[src/rtl/miriscv_pkg.sv]
// Core-wide architectural widths shared by every miriscv pipeline stage.
package miriscv_pkg;
   localparam int XLEN = 32;
   localparam int ILEN = 32;
endpackage

[src/rtl/miriscv_fetch_pkg.sv]
// Fetch-stage types: the buffered {pc, instr} entry, the bubble word and the PC alignment helper.
package miriscv_fetch_pkg;
   import miriscv_pkg::*;

   localparam logic [ILEN-1:0] NOP_INSTR = 32'h0000_0013;

   typedef struct packed {
      logic [XLEN-1:0] pc;
      logic [ILEN-1:0] instr;
   } fetch_entry_t;

   function automatic logic [XLEN-1:0] word_align(input logic [XLEN-1:0] addr);
      return addr & {{(XLEN-2){1'b1}}, 2'b00};
   endfunction
endpackage

[src/rtl/miriscv_fetch_chk.sv]
// Checker for the fetch buffer: the issue credit must make a push into a full buffer impossible.
module miriscv_fetch_chk (
   input logic clk_i,
   input logic arstn_i,
   input logic push_i,
   input logic full_i,
   input logic flush_i
);
   a_no_push_when_full: assert property (@(posedge clk_i) disable iff (!arstn_i)
      !(push_i && full_i && !flush_i));
endmodule

[src/rtl/miriscv_fetch_fifo.sv]
// Instruction buffer: synchronous FIFO of fetch entries; flush empties it and beats a same-cycle push.
module miriscv_fetch_fifo
   import miriscv_fetch_pkg::*;
#(
   parameter int unsigned DEPTH = 2
)(
   input  logic                   clk_i,
   input  logic                   arstn_i,
   input  logic                   push_i,
   input  fetch_entry_t           data_i,
   input  logic                   pop_i,
   input  logic                   flush_i,
   output logic                   full_o,
   output logic                   empty_o,
   output logic [$clog2(DEPTH):0] count_o,
   output fetch_entry_t           head_o
);
   localparam int AW = $clog2(DEPTH);
   localparam int CW = AW + 1;

   fetch_entry_t  mem_q [DEPTH];
   logic [AW-1:0] wr_ptr_q;
   logic [AW-1:0] rd_ptr_q;
   logic [CW-1:0] count_q;
   logic          do_push_s;
   logic          do_pop_s;

   assign full_o    = (count_q == CW'(DEPTH));
   assign empty_o   = (count_q == {CW{1'b0}});
   assign count_o   = count_q;
   assign head_o    = mem_q[rd_ptr_q];
   assign do_push_s = push_i & ~flush_i & ~full_o;
   assign do_pop_s  = pop_i & ~flush_i & ~empty_o;

   // Pointer and occupancy bookkeeping.
   always_ff @(posedge clk_i or negedge arstn_i) begin
      if (!arstn_i) begin
         wr_ptr_q <= {AW{1'b0}};
         rd_ptr_q <= {AW{1'b0}};
         count_q  <= {CW{1'b0}};
      end else if (flush_i) begin
         wr_ptr_q <= {AW{1'b0}};
         rd_ptr_q <= {AW{1'b0}};
         count_q  <= {CW{1'b0}};
      end else begin
         if (do_push_s) wr_ptr_q <= wr_ptr_q + AW'(1);
         if (do_pop_s)  rd_ptr_q <= rd_ptr_q + AW'(1);
         count_q <= count_q + CW'(do_push_s) - CW'(do_pop_s);
      end
   end

   // Entry storage; contents are only meaningful while counted as occupied.
   always_ff @(posedge clk_i) begin
      if (do_push_s) mem_q[wr_ptr_q] <= data_i;
   end
endmodule

[src/rtl/miriscv_fetch_stage.sv]
// miriscv fetch stage: credit-limited sequential fetch, in-order response buffering and
// kill/redirect handling with discard of responses still in flight.
module miriscv_fetch_stage
   import miriscv_pkg::*;
   import miriscv_fetch_pkg::*;
#(
   parameter int unsigned     FIFO_DEPTH = 2,
   parameter logic [ILEN-1:0] NOP_INSTR  = miriscv_fetch_pkg::NOP_INSTR
)(
   input  logic            clk_i,
   input  logic            arstn_i,
   input  logic [XLEN-1:0] boot_addr_i,
   output logic            instr_req_o,
   output logic [XLEN-1:0] instr_addr_o,
   input  logic            instr_rvalid_i,
   input  logic [ILEN-1:0] instr_rdata_i,
   output logic [ILEN-1:0] f_instr_o,
   output logic [XLEN-1:0] f_current_pc_o,
   output logic [XLEN-1:0] f_next_pc_o,
   output logic            f_valid_o,
   input  logic [XLEN-1:0] cu_pc_bra_i,
   input  logic            cu_boot_addr_load_en_i,
   input  logic            cu_stall_f_i,
   input  logic            cu_kill_f_i
);
   localparam int CW = $clog2(FIFO_DEPTH) + 1;

   logic [XLEN-1:0] pc_q, pc_d;
   logic [XLEN-1:0] rsp_pc_q, rsp_pc_d;
   logic [CW-1:0]   outstanding_q, outstanding_d;
   logic [CW-1:0]   discard_q, discard_d;
   logic            run_q;
   logic            boot_s, redirect_s, issue_s, rsp_s, push_s, pop_s, flush_s;
   logic            fifo_full_s, fifo_empty_s;
   logic [CW-1:0]   fifo_count_s;
   fetch_entry_t    head_s;
   fetch_entry_t    push_data_s;

   assign boot_s      = cu_boot_addr_load_en_i;
   assign redirect_s  = cu_kill_f_i & ~cu_stall_f_i & ~boot_s;
   // Buffer slots are reserved at issue time, so a response always has somewhere to land.
   assign issue_s     = run_q & ~boot_s & ~redirect_s &
                        ((outstanding_q + fifo_count_s) < CW'(FIFO_DEPTH));
   assign rsp_s       = instr_rvalid_i & (outstanding_q != {CW{1'b0}});
   assign push_s      = rsp_s & (discard_q == {CW{1'b0}}) & ~redirect_s & ~boot_s;
   assign pop_s       = f_valid_o & ~cu_stall_f_i;
   assign flush_s     = boot_s | redirect_s;
   assign push_data_s = {rsp_pc_q, instr_rdata_i};

   assign instr_req_o    = issue_s;
   assign instr_addr_o   = pc_q;
   assign f_valid_o      = ~fifo_empty_s;
   assign f_instr_o      = f_valid_o ? head_s.instr : NOP_INSTR;
   assign f_current_pc_o = f_valid_o ? head_s.pc : {XLEN{1'b0}};
   assign f_next_pc_o    = f_current_pc_o + XLEN'(4);

   // Next fetch/response PCs and in-flight accounting; boot outranks redirect.
   always_comb begin
      pc_d          = pc_q;
      rsp_pc_d      = rsp_pc_q;
      discard_d     = discard_q;
      outstanding_d = outstanding_q + CW'(issue_s) - CW'(rsp_s);
      if (boot_s) begin
         pc_d      = word_align(boot_addr_i);
         rsp_pc_d  = word_align(boot_addr_i);
         discard_d = outstanding_q - CW'(rsp_s);
      end else if (redirect_s) begin
         pc_d      = word_align(cu_pc_bra_i);
         rsp_pc_d  = word_align(cu_pc_bra_i);
         discard_d = outstanding_q - CW'(rsp_s);
      end else begin
         if (issue_s) pc_d = pc_q + XLEN'(4);
         else         pc_d = pc_q;
         if (push_s)  rsp_pc_d = rsp_pc_q + XLEN'(4);
         else         rsp_pc_d = rsp_pc_q;
         if (rsp_s && (discard_q != {CW{1'b0}})) discard_d = discard_q - CW'(1);
         else                                    discard_d = discard_q;
      end
   end

   // State registers.
   always_ff @(posedge clk_i or negedge arstn_i) begin
      if (!arstn_i) begin
         pc_q          <= {XLEN{1'b0}};
         rsp_pc_q      <= {XLEN{1'b0}};
         outstanding_q <= {CW{1'b0}};
         discard_q     <= {CW{1'b0}};
         run_q         <= 1'b0;
      end else begin
         pc_q          <= pc_d;
         rsp_pc_q      <= rsp_pc_d;
         outstanding_q <= outstanding_d;
         discard_q     <= discard_d;
         run_q         <= 1'b1;
      end
   end

   miriscv_fetch_fifo #(.DEPTH(FIFO_DEPTH)) u_fifo (
      .clk_i   (clk_i),
      .arstn_i (arstn_i),
      .push_i  (push_s),
      .data_i  (push_data_s),
      .pop_i   (pop_s),
      .flush_i (flush_s),
      .full_o  (fifo_full_s),
      .empty_o (fifo_empty_s),
      .count_o (fifo_count_s),
      .head_o  (head_s)
   );

   miriscv_fetch_chk u_chk (
      .clk_i   (clk_i),
      .arstn_i (arstn_i),
      .push_i  (push_s),
      .full_i  (fifo_full_s),
      .flush_i (flush_s)
   );
endmodule

[config.mk]
export PLATFORM = sky130hd
export DESIGN_NAME = miriscv_fetch_stage
export DESIGN_NICKNAME = d
export VERILOG_FILES = /design/src/rtl/miriscv_pkg.sv /design/src/rtl/miriscv_fetch_pkg.sv /design/src/rtl/miriscv_fetch_chk.sv /design/src/rtl/miriscv_fetch_fifo.sv /design/src/rtl/miriscv_fetch_stage.sv
export SDC_FILE = /design/constraint.sdc
export NUM_CORES = 1
export LEC_CHECK = 0
export CAP_MARGIN = 20
export CORE_ASPECT_RATIO = 1.25
export CORE_MARGIN = 2
export CORE_UTILIZATION = 25
export CTS_CLUSTER_DIAMETER = 200
export DETAILED_ROUTE_END_ITERATION = 8
export GPL_TIMING_DRIVEN = 0
export SYNTH_ARGS = -nofsm -noshare
export SYNTH_HDL_FRONTEND = slang
export SYNTH_SLANG_ARGS = --single-unit
[constraint.sdc]
create_clock -name clk_i -period 8.21 [get_ports clk_i]
set_input_delay 2.0525 -clock clk_i [delete_from_list [all_inputs] [get_ports clk_i]]
set_output_delay 2.0525 -clock clk_i [all_outputs]
set_load 0.005 [all_outputs]
==> impl_metrics.py <==
metrics = {
    "status": {
        "status": "completed",
    },
    "detailed_routing": {
        "met2_wirelength_mm": 15.1,
        "route.vias.total": 8575,
        "met1_length_mm": 14.0,
        "drt-wirelength-per-cell_um": 18.8,
        "drtAntennaViolNets": 0,
        "routed_via_density": 4.99,
        "detailed_route_wire_length_mm": 32.3,
        "dr.max_layer_used": "met4",
        "detailed_route_iter0_violations": 654,
        "drt-pass1-iter-count": 5,
        "wl_met3_mm": 2.64,
        "drt_drc_violations_left": 0,
    },
    "timing": {
        "final-max-slew-violation-count": 0,
        "hold-worst-slack_ns": 0.501,
        "setup_ws_ns": 1.27,
        "achievable-frequency_mhz": 144,
        "fin_skew_ns": 0.0156,
        "timing.final.hold_violations": 0,
        "slew-limit-headroom_pct": 40.3,
        "grt_setup_unrepaired": "false",
        "setup-violations-final": 0,
        "post-route-period-util_pct": 84.6,
        "max_slew.worst_pin.slew_ns": 0.895,
        "final.min_clock_period_ns": 6.94,
    },
    "die": {
        "die_y_um": 228,
        "fp.dieW_um": 183,
        "placeableCoreArea_mm2": 0.0399,
        "initial_core_util_pct": 25.2,
        "placementRows": 82,
        "io_pins": 232,
        "die_outline_area_mm2": 0.0419,
    },
    "grt": {
        "grt_max_degree": 63,
        "grt_first_pass_wirelength_mm": 49.9,
        "number_of_global_route_vias_before_repair": 8487,
        "antenna_found_initial": 0,
        "track_usage_pct": 15.4,
        "overflow": 0,
    },
    "job": {
        "cap_viol_max_count": 0,
    },
    "cts": {
        "cts.htree.levels": 4,
        "post_cts_hold_buffer_count": 0,
        "root_buffer": "sky130_fd_sc_hd__clkbuf_16",
        "tritoncts": "done",
        "cts.sinks": 193,
        "clkSlewWorstSetupHoldPaths_ns": 0.08,
        "cts_buffers": 17,
        "cts_buffer_depth": 2,
        "postCtsSetupBuffers": 0,
        "insertion_delay_ns": 0.44,
        "cts_resized": 0,
    },
    "yosys": {
        "yosysUniqueCellTypes": 64,
        "summed_instance_area_of_the_synthesized_netlist_mm2": 0.0101,
        "synth_top_family_by_area": "simple AND/OR/NAND/NOR gates",
        "synth-xor-area-share_pct": 3.39,
        "ys_async_sr_fraction_pct": 35.8,
        "dominantRegCellSynth": "sky130_fd_sc_hd__edfxtp_1",
        "synth-adder-area-share_pct": 0.995,
        "synth_compound_area_share_pct": 14.1,
        "synth-seq-cells": 193,
        "synthesis.yosys.warnings": 0,
        "synthMuxAreaShare_pct": 6.29,
        "synth_simple_gate_area_share_pct": 17.0,
        "synth.avg_cell_area_um2": 10.6,
        "synth.yosys.seq_area_share_pct": 54.2,
        "edff_count_synth": 124,
        "netlist_instances": 951,
    },
    "worst_setup_path": {
        "critPathArrivalTime_ns": 4.89,
        "setup.worst_path.class": "flop to primary output",
        "largest_fanout_of_any_net_on_the_critical_path": 10,
        "critical_path.startpoint_type": "flop",
        "worst-endpoint-required_ns": 6.16,
        "rrSetupSlack_ns": 4.69,
        "worstSetupEndpointType": "primary output",
    },
    "power": {
        "power.leakage_nw": 4.73,
        "p_per_area_mw_per_mm2": 186,
        "vdd_drop_max_mv": 0.143,
    },
    "layout": {
        "filler_cell_count": 4047,
        "nets": 1311,
        "multiInputGateArea_mm2": 0.00425,
        "share_of_cells_above_drive_strength_1_pct": 7.08,
        "final_cell_area_mm2": 0.0136,
        "total_area_of_sequential_cells_mm2": 0.00545,
        "area.growth.synth_to_final_pct": 35.1,
        "antenna_cells": 0,
    },
    "placed_design": {
        "port_buffers": 220,
        "detailed_place.area_mm2": 0.0130,
        "post-place-ws_ns": 1.20,
        "detailed_place_hpwl_mm": 24.7,
        "place.gp.congestion": 0.897,
    },
    "hold_path": {
        "min_path_type": "flop to flop",
    },
}
## cells in the final DEF, fill, tap and decap left out, types with 17 or more instances in the layout
| master | instances |
|---|---|
| sky130_fd_sc_hd__clkdlybuf4s50_1 | 219 |
| sky130_fd_sc_hd__edfxtp_1 | 124 |
| sky130_fd_sc_hd__nor2_1 | 88 |
| sky130_fd_sc_hd__nand2_1 | 78 |
| sky130_fd_sc_hd__a21oi_1 | 77 |
| sky130_fd_sc_hd__dfrtp_1 | 69 |
| sky130_fd_sc_hd__mux2i_1 | 61 |
| sky130_fd_sc_hd__o21ai_0 | 45 |
| sky130_fd_sc_hd__nand3_1 | 43 |
| sky130_fd_sc_hd__xor2_1 | 27 |
| sky130_fd_sc_hd__nor3_1 | 26 |
| sky130_fd_sc_hd__clkbuf_1 | 26 |
| sky130_fd_sc_hd__inv_1 | 23 |
| sky130_fd_sc_hd__nor4_1 | 22 |
| sky130_fd_sc_hd__nor2b_1 | 17 |
| sky130_fd_sc_hd__clkbuf_16 | 17 |
## where the power goes
part	switching [W]	internal, W
Clock	0.000387	0.000437
Sequential	0.0000827	0.00112
Combinational	0.000269	0.000235
Total	0.000738	0.00179
## per-layer routing
layer	global-route usage [%]	up-vias
li1	-	4041
met5	0	-
met2	25.1	398
met1	19.9	4091
met4	4.80	0
met3	4.09	45
## synthesized netlist by cell type, types with 17 or more instances
master / instances / area, um^2
sky130_fd_sc_hd__a21oi_1: 77 / 385
sky130_fd_sc_hd__clkbuf_1: 25 / 93.8
sky130_fd_sc_hd__dfrtp_1: 69 / 1730
sky130_fd_sc_hd__edfxtp_1: 124 / 3720
sky130_fd_sc_hd__inv_1: 23 / 86.3
sky130_fd_sc_hd__mux2i_1: 61 / 611
sky130_fd_sc_hd__nand2_1: 78 / 293
sky130_fd_sc_hd__nand3_1: 43 / 215
sky130_fd_sc_hd__nor2_1: 88 / 330
sky130_fd_sc_hd__nor2b_1: 17 / 106
sky130_fd_sc_hd__nor3_1: 26 / 130
sky130_fd_sc_hd__nor4_1: 23 / 144
sky130_fd_sc_hd__o21ai_0: 45 / 225
sky130_fd_sc_hd__xor2_1: 27 / 236
## path summary, 6_finish.rpt
kind                                   start                   to  depth (start not counted)
min reg2reg                     rsp_pc_q[29]  u_fifo.mem_q[1][61]                          0
max                        u_fifo.count_o[1]      f_next_pc_o[30]                         12
max reg2reg                u_fifo.count_o[1]    u_fifo.count_o[1]                         11
min                             rsp_pc_q[29]  u_fifo.mem_q[1][61]                          0
min in group asynchronous            arstn_i     instr_addr_o[28]                          1
max in group asynchronous            arstn_i      u_fifo.rd_ptr_q                          2
## registers in the layout, summed over array words and instances, names as in the netlist, 2 cells and up
register / count
u_fifo.mem_q: 124
rsp_pc_q: 30
outstanding_q: 2
u_fifo.count_o: 2
instr_addr_o: 30
discard_q: 2
## kinds of logic after synthesis
family | count (synthesis)
muxes | 63
and+or+nand+nor | 345
DFF | 193
AOI/OAI and AO/OA | 223
buffers and inverters | 78
other | 2
adders and majority gates | 8
xor gates and xnor gates | 39
## metrics by stage
| stage | instances | setup TNS (ns) | util [%] | power, W |
|---|---|---|---|---|
| after floorplan | 956 | 0 | - | 0.00145 |
| after global placement | 1680 | -119.50 | 32.4 | 0.00171 |
| after detailed placement | 1686 | 0 | 32.6 | 0.00172 |
| after CTS | 1718 | 0 | 34.1 | 0.00255 |
| after global routing | 1718 | 0 | 34.1 | 0.00265 |
| final | 1718 | 0 | 34.1 | 0.00253 |
## worst max-delay path, cell delays in order (launching register included)
cell and delay, ns:
sky130_fd_sc_hd__dfrtp_1 0.46, sky130_fd_sc_hd__nor2_1 0.69, sky130_fd_sc_hd__buf_6 0.24, sky130_fd_sc_hd__clkbuf_1 0.39, sky130_fd_sc_hd__clkbuf_1 0.59, sky130_fd_sc_hd__buf_2 0.37, sky130_fd_sc_hd__nor2_1 0.13, sky130_fd_sc_hd__ha_1 0.27
sky130_fd_sc_hd__nand4_1 0.18, sky130_fd_sc_hd__buf_2 0.29, sky130_fd_sc_hd__nor4_1 0.11, sky130_fd_sc_hd__xor2_1 0.17, sky130_fd_sc_hd__clkdlybuf4s50_1 0.53
## cell type report
class | count | share of cell area [%]
Tap cell | 504 | 4.64
Inverter | 23 | 0.635
Timing Repair Buffer | 226 | 16.9
Multi-Input combinational cell | 685 | 31.3
Sequential cell | 193 | 40.1
Clock inverter | 12 | 0.902
Buffer | 55 | 2.27
Clock buffer | 20 | 3.29
(Power assumes the default switching activity.)
